==> src/rtl/shift_pkg.sv <==
// -----------------------------------------------------------------------------
// shift_pkg
// Shared definitions for the iterative shift unit:
//   - op_e    : operation encoding carried on the 3-bit Op port
//   - state_e : control FSM states (IDLE, SHIFT, DONE)
// Encodings not listed in op_e are treated as pass-through by the datapath.
// -----------------------------------------------------------------------------
package shift_pkg;

  typedef enum logic [2:0] {
    OP_SHL  = 3'b000,
    OP_SHR  = 3'b001,
    OP_SHRA = 3'b010,
    OP_ROL  = 3'b011,
    OP_ROR  = 3'b100
  } op_e;

  typedef enum logic [1:0] {
    ST_IDLE  = 2'd0,
    ST_SHIFT = 2'd1,
    ST_DONE  = 2'd2
  } state_e;

endpackage : shift_pkg

==> src/rtl/shift_step.sv <==
// -----------------------------------------------------------------------------
// shift_step
// Purely combinational single-step shifter: moves i_value by i_amount bit
// positions according to i_op. The caller limits i_amount to 0..STEP.
//
// Configuration macro: SHIFT_UNIT_ROTATE_EN
//   defined   -> ROL/ROR implemented (bits wrap end-to-end)
//   undefined -> ROL/ROR encodings pass i_value through; no rotate logic built
//
// Ports
//   i_value  [WIDTH-1:0]  value to shift
//   i_op     [2:0]        operation (shift_pkg::op_e encoding)
//   i_amount [CNT_W-1:0]  shift distance, 0..WIDTH
//   o_result [WIDTH-1:0]  shifted value
// -----------------------------------------------------------------------------
module shift_step
  import shift_pkg::*;
#(
  parameter int WIDTH = 32,
  localparam int CNT_W = $clog2(WIDTH) + 1
) (
  input  logic [WIDTH-1:0] i_value,
  input  logic [2:0]       i_op,
  input  logic [CNT_W-1:0] i_amount,
  output logic [WIDTH-1:0] o_result
);

`ifdef SHIFT_UNIT_ROTATE_EN
  // Complementary distance for the wrapped-around part of a rotate. When
  // i_amount is 0 this equals WIDTH, and a shift by WIDTH yields zero, so the
  // OR below degenerates cleanly to i_value.
  logic [CNT_W-1:0] w_back;
  assign w_back = CNT_W'(WIDTH) - i_amount;
`endif

  always_comb begin
    // NOTE: default assignment first so no path leaves o_result unassigned,
    // which would otherwise infer a latch.
    o_result = i_value;
    case (i_op)
      OP_SHL:  o_result = i_value << i_amount;
      OP_SHR:  o_result = i_value >> i_amount;
      // Arithmetic shift replicates the current MSB; the work register keeps
      // the operand's sign bit in place across every step.
      OP_SHRA: o_result = $signed(i_value) >>> i_amount;
`ifdef SHIFT_UNIT_ROTATE_EN
      OP_ROL:  o_result = (i_value << i_amount) | (i_value >> w_back);
      OP_ROR:  o_result = (i_value >> i_amount) | (i_value << w_back);
`endif
      default: o_result = i_value;
    endcase
  end

endmodule : shift_step

==> src/rtl/shift_unit.sv <==
// -----------------------------------------------------------------------------
// shift_unit
// Multi-cycle shifter/rotator. An accepted request loads operand A into a
// work register and an effective shift count n into a down-counter; each
// cycle in SHIFT moves the work register by up to STEP positions. Result is
// loaded on the edge that enters DONE and held until the next completion.
//
// Parameters
//   WIDTH  datapath width, power of two, >= 8 (default 32)
//   STEP   maximum bit positions shifted per cycle, 1..WIDTH (default 1)
//
// Configuration macro: SHIFT_UNIT_ROTATE_EN
//   defined   -> Op 011 (ROL) / 100 (ROR) rotate by B mod WIDTH
//   undefined -> Op 011 / 100 behave as pass-through (n = 0, Result = A)
//
// Ports
//   clk     in   clock, all state changes on the rising edge
//   clr_n   in   asynchronous active-low reset
//   start   in   request, accepted in IDLE or DONE, ignored in SHIFT
//   Op      in   [2:0] operation: SHL, SHR, SHRA, ROL, ROR, else pass-through
//   A       in   [WIDTH-1:0] operand, captured on accept
//   B       in   [WIDTH-1:0] shift amount, captured on accept
//   busy    out  high while in SHIFT
//   done    out  one-cycle pulse in DONE; Result valid
//   Result  out  [WIDTH-1:0] registered result
//
// Timing: done is visible in the cycle after edge ceil(n/STEP), where the
// accept edge is edge 0. Back-to-back requests may be accepted in DONE.
// -----------------------------------------------------------------------------
module shift_unit
  import shift_pkg::*;
#(
  parameter int WIDTH = 32,
  parameter int STEP  = 1
) (
  input  logic             clk,
  input  logic             clr_n,
  input  logic             start,
  input  logic [2:0]       Op,
  input  logic [WIDTH-1:0] A,
  input  logic [WIDTH-1:0] B,
  output logic             busy,
  output logic             done,
  output logic [WIDTH-1:0] Result
);

  localparam int LOG_W = $clog2(WIDTH);
  localparam int CNT_W = LOG_W + 1;

  localparam logic [CNT_W-1:0] STEP_C  = CNT_W'(STEP);
  localparam logic [CNT_W-1:0] WIDTH_C = CNT_W'(WIDTH);
  localparam logic [WIDTH-1:0] WIDTH_B = WIDTH'(WIDTH);

  // ---------------------------------------------------------------------------
  // State
  // ---------------------------------------------------------------------------
  state_e           r_state;
  logic [WIDTH-1:0] r_work;
  logic [2:0]       r_op;
  logic [CNT_W-1:0] r_remaining;
  logic             r_busy;
  logic             r_done;
  logic [WIDTH-1:0] r_result;

  logic             w_accept;
  logic [CNT_W-1:0] w_n;
  logic [CNT_W-1:0] w_chunk;
  logic [WIDTH-1:0] w_step_out;

  // SHIFT is the only state that refuses new work.
  assign w_accept = start && (r_state != ST_SHIFT);

  // ---------------------------------------------------------------------------
  // Effective shift count for the request on the inputs. Linear shifts clamp
  // at WIDTH using the full B value (a large B must not alias to a small
  // count); rotates only care about B mod WIDTH.
  // ---------------------------------------------------------------------------
  always_comb begin
    w_n = '0;
    case (Op)
      OP_SHL, OP_SHR, OP_SHRA: w_n = (B >= WIDTH_B) ? WIDTH_C : B[CNT_W-1:0];
`ifdef SHIFT_UNIT_ROTATE_EN
      OP_ROL, OP_ROR:          w_n = {1'b0, B[LOG_W-1:0]};
`endif
      default:                 w_n = '0;
    endcase
  end

  // Distance moved this cycle: a full STEP, or whatever is left.
  assign w_chunk = (r_remaining > STEP_C) ? STEP_C : r_remaining;

  shift_step #(
    .WIDTH (WIDTH)
  ) u_step (
    .i_value  (r_work),
    .i_op     (r_op),
    .i_amount (w_chunk),
    .o_result (w_step_out)
  );

  // ---------------------------------------------------------------------------
  // Control FSM with registered outputs. busy/done are set together with the
  // state they belong to, so they mirror SHIFT/DONE exactly.
  // ---------------------------------------------------------------------------
  always_ff @(posedge clk or negedge clr_n) begin
    if (!clr_n) begin
      r_state     <= ST_IDLE;
      r_work      <= '0;
      r_op        <= '0;
      r_remaining <= '0;
      r_busy      <= 1'b0;
      r_done      <= 1'b0;
      r_result    <= '0;
    end else begin
      // NOTE: non-blocking assignments so every register here samples the
      // pre-edge values, independent of statement order.
      case (r_state)
        ST_SHIFT: begin
          r_work      <= w_step_out;
          r_remaining <= r_remaining - w_chunk;
          if (r_remaining == w_chunk) begin
            // Last step: capture the post-shift value straight from the
            // step logic, since r_work only updates on this same edge.
            r_state  <= ST_DONE;
            r_busy   <= 1'b0;
            r_done   <= 1'b1;
            r_result <= w_step_out;
          end
        end

        // IDLE and DONE both accept requests; any unreachable encoding
        // falls in here as well and recovers to IDLE.
        default: begin
          if (w_accept) begin
            r_work      <= A;
            r_op        <= Op;
            r_remaining <= w_n;
            if (w_n != '0) begin
              r_state <= ST_SHIFT;
              r_busy  <= 1'b1;
              r_done  <= 1'b0;
            end else begin
              // Zero-length request completes on the accept edge itself.
              r_state  <= ST_DONE;
              r_busy   <= 1'b0;
              r_done   <= 1'b1;
              r_result <= A;
            end
          end else begin
            r_state <= ST_IDLE;
            r_busy  <= 1'b0;
            r_done  <= 1'b0;
          end
        end
      endcase
    end
  end

  assign busy   = r_busy;
  assign done   = r_done;
  assign Result = r_result;

endmodule : shift_unit

==> config.mk <==
export PLATFORM = sky130hd
export DESIGN_NAME = shift_unit
export DESIGN_NICKNAME = d
export VERILOG_FILES = /design/src/rtl/shift_pkg.sv /design/src/rtl/shift_step.sv /design/src/rtl/shift_unit.sv
export SDC_FILE = /design/constraint.sdc
export NUM_CORES = 1
export LEC_CHECK = 0
export CORE_ASPECT_RATIO = 1.25
export CORE_MARGIN = 5
export CORE_UTILIZATION = 51
export DETAILED_ROUTE_END_ITERATION = 16
export GPL_TIMING_DRIVEN = 0
export PLACE_DENSITY = 0.81
export SLEW_MARGIN = 15
export SYNTH_ARGS = -nofsm -noshare
export SYNTH_HDL_FRONTEND = slang
export SYNTH_SLANG_ARGS = --single-unit
==> constraint.sdc <==
create_clock -name clk -period 3.05 [get_ports clk]
set_clock_uncertainty 0.1 [all_clocks]
set_input_delay 0.61 -clock clk [delete_from_list [all_inputs] [get_ports clk]]
set_output_delay 0.61 -clock clk [all_outputs]
set_load 0.01 [all_outputs]
==> results.toml <==
[global_route]
grt_pass1_wl_mm = 18.8
grt_antenna_before_repair = 0
grt_max_degree = 39
first_global_vias = 3978
grt_overflow = 0
grt_usage_pct = 22.3

[layout]
antenna_cells = 0
drive_gt1_share_pct = 22.7
fillerInstances = 660
nets = 578
postLayoutCoreUtil_pct = 67.9
fin_area_mm2 = 0.00585
register_area_mm2 = 0.00188
syn_to_final_growth_pct = 31.8
multi_input_area_mm2 = 0.00238

[synth]
yosysWarnings = 0
postSynth.asyncResetShare_pct = 100
ys_types = 50
syn-instance-count = 391
yosysMostFrequentCell = "dfrtp_1"
ys.flop_type = "dfrtp_1"
synth_top_cells_by_count = "dfrtp_1, mux2_2, mux2i_1"
ys_ff_latch = 75
synth_area_leaders = "dfrtp_1, mux2_2, mux2i_1"
syn_area_mm2 = 0.00444
ys_seq_area_share_pct = 42.3
synth_top_cell_area_share_pct = 42.3
synth_nets = 463
yosysTopAreaCell = "dfrtp_1"
synth_edf_count = 0
syn_avg_cell_area_um2 = 11.3

[clock_tree]
clock_path_buffers = 2
cts.sinks = 75
cts_max_level = 3
clock_latency_ns = 0.36
hold_buffers = 0
clk_pin_slew_ns = 0.08
postCtsSetupRepairBufs = 0
clock-root-buffer = "clkbuf_8"
ctsResizeCount = 0
cts_inserted_buffers = 9
cts_tree = "built"

[routing]
drt-total-wl_mm = 11.4
ant_nets = 0
drc = 0
dr.pass1.iters = 7
routed-via-count = 3742
vias_per_cell = 5.93
wl_per_cell_um = 18.0
drtIter0Drc = 143

[power_and_ir_drop]
p_leak_nw = 2.24
p_per_area_mw_per_mm2 = 1110
ir_drop_mv = 0.403

[sta]
hold_viol_final = 0
finalCritPeriodShare_pct = 92.8
timing.final.crit_period_ns = 2.83
slew_headroom_pct = 59.2
drv_slew = 0
max_freq_mhz = 353
hold_ws_ns = 0.104
rsz0062_at_grt = "false"
tightest_slew_ns = 0.610
setup_violations = 0

[floorplanning]
fp.dieH_um = 114
core_area_mm2 = 0.00861
rows = 38
die_w_um = 93.4
num_io_pins = 104
die_area_mm2 = 0.0107
initial_utilization_pct = 51.5

[hold_path]
hp-class = "in2async"

[placement]
portBuffers = 103
globalplace.congestion = 0.911
dp_hpwl_mm = 8.53
place_area_mm2 = 0.00563

[critical_path]
path_delay_family = "simple AND/OR/NAND/NOR gates"
worstPathCellList = "or4_4 > nor3_4 > or2_2 > ha_1 > nand4_1 > o21ai_0 > a31oi_4 > buf_4 > mux2_1"
arrival_ns = 2.97
path_class = "reg2reg"
crit_required_ns = 3.19
start_kind = "register"
crit_slowest_cell = "or4_4"
crit_path_end_kind = "register"
slowest_delay_ns = 0.59
path_buf_inv = 1
cp_max_fo = 10

[status]
status = "finished clean"

[flow_run]
drv_cap = 0
worst paths after layout:
kind	from	to	slack, ns	depth (start not counted)
max in group asynchronous	clr_n	r_state[0]	2.17	2
worst min-delay path	clr_n	Result[12]	0.10	1
worst min register to register	Result[5]	Result[5]	0.39	1
worst max register to register	r_remaining[4]	Result[0]	0.22	9
worst max-delay path	r_remaining[4]	Result[0]	0.22	9
min in group clk	Result[5]	Result[5]	0.39	1
final cells by class:
| type | instances | area share [%] |
|---|---|---|
| multi-input combinational | 282 | 40.7 |
| clock buffer | 12 | 2.82 |
| tap | 120 | 2.57 |
| clock inverter | 4 | 0.813 |
| timing repair buffer | 104 | 17.9 |
| sequential | 75 | 32.1 |
| buffer | 31 | 2.91 |
| inverter | 3 | 0.193 |
sequential cells by signal (all words and copies together), names as in the netlist:
signal and cells:
r_op 3, r_state 2, r_work 32, Result 32, r_remaining 6
kinds of logic (layout without fill, tap and decap cells):
group           count (synthesis)  after routing  share of synthesized area, %
buf+inv                        34            154                          4.09
fa+ha+maj                       2              2                         0.564
simple gates                   72             72                          9.25
mux                            97             97                          23.9
compound gates                111            111                          19.9
flops                          75             75                          42.3
cell usage in the layout (no fill, tap or decap), drive strengths merged, types with 2 or more instances in the layout:
cell,instances
a211oi,8
a21o,2
a21oi,9
a22o,3
a31oi,3
buf,21
clkbuf,24
clkdlybuf4s50,102
clkinv,2
dfrtp,75
ha,2
inv,3
mux2,70
mux2i,27
nand2,18
nand2b,2
nand3,5
nand4,4
nor2,20
nor2b,3
nor3,5
nor3b,2
nor4,8
o211ai,21
o21ai,26
o221a,25
o22ai,4
o311ai,5
or4,2
metal layers:
metal | global-route usage (%) | up-vias | part of all wire (%)
li1 | - | 1743 | -
met1 | 25.2 | 1821 | 39
met2 | 39.9 | 151 | 52
met3 | 3.55 | 27 | 5.7
met4 | 12.0 | 0 | 3.1
met5 | 0 | - | 0
through the flow:
stage,power [mW],cells,TNS (ns),setup WS [ns]
detailed placement,5.68,615,0,0.229
CTS,6.52,631,0,0.220
global placement,5.54,614,-96.64,-1.29
floorplan,4.46,391,0,0.541
finish,6.49,631,0,0.219
global route,6.97,631,0,0.106
report_power, final:
part           leakage [nW]  switching, mW  internal (mW)
Clock                 0.108          0.378          0.442
Combinational          1.26           1.74           1.93
Sequential            0.867          0.494           1.52
Total                  2.24           2.61           3.89
No activity file was read; power rests on OpenSTA's default activity.
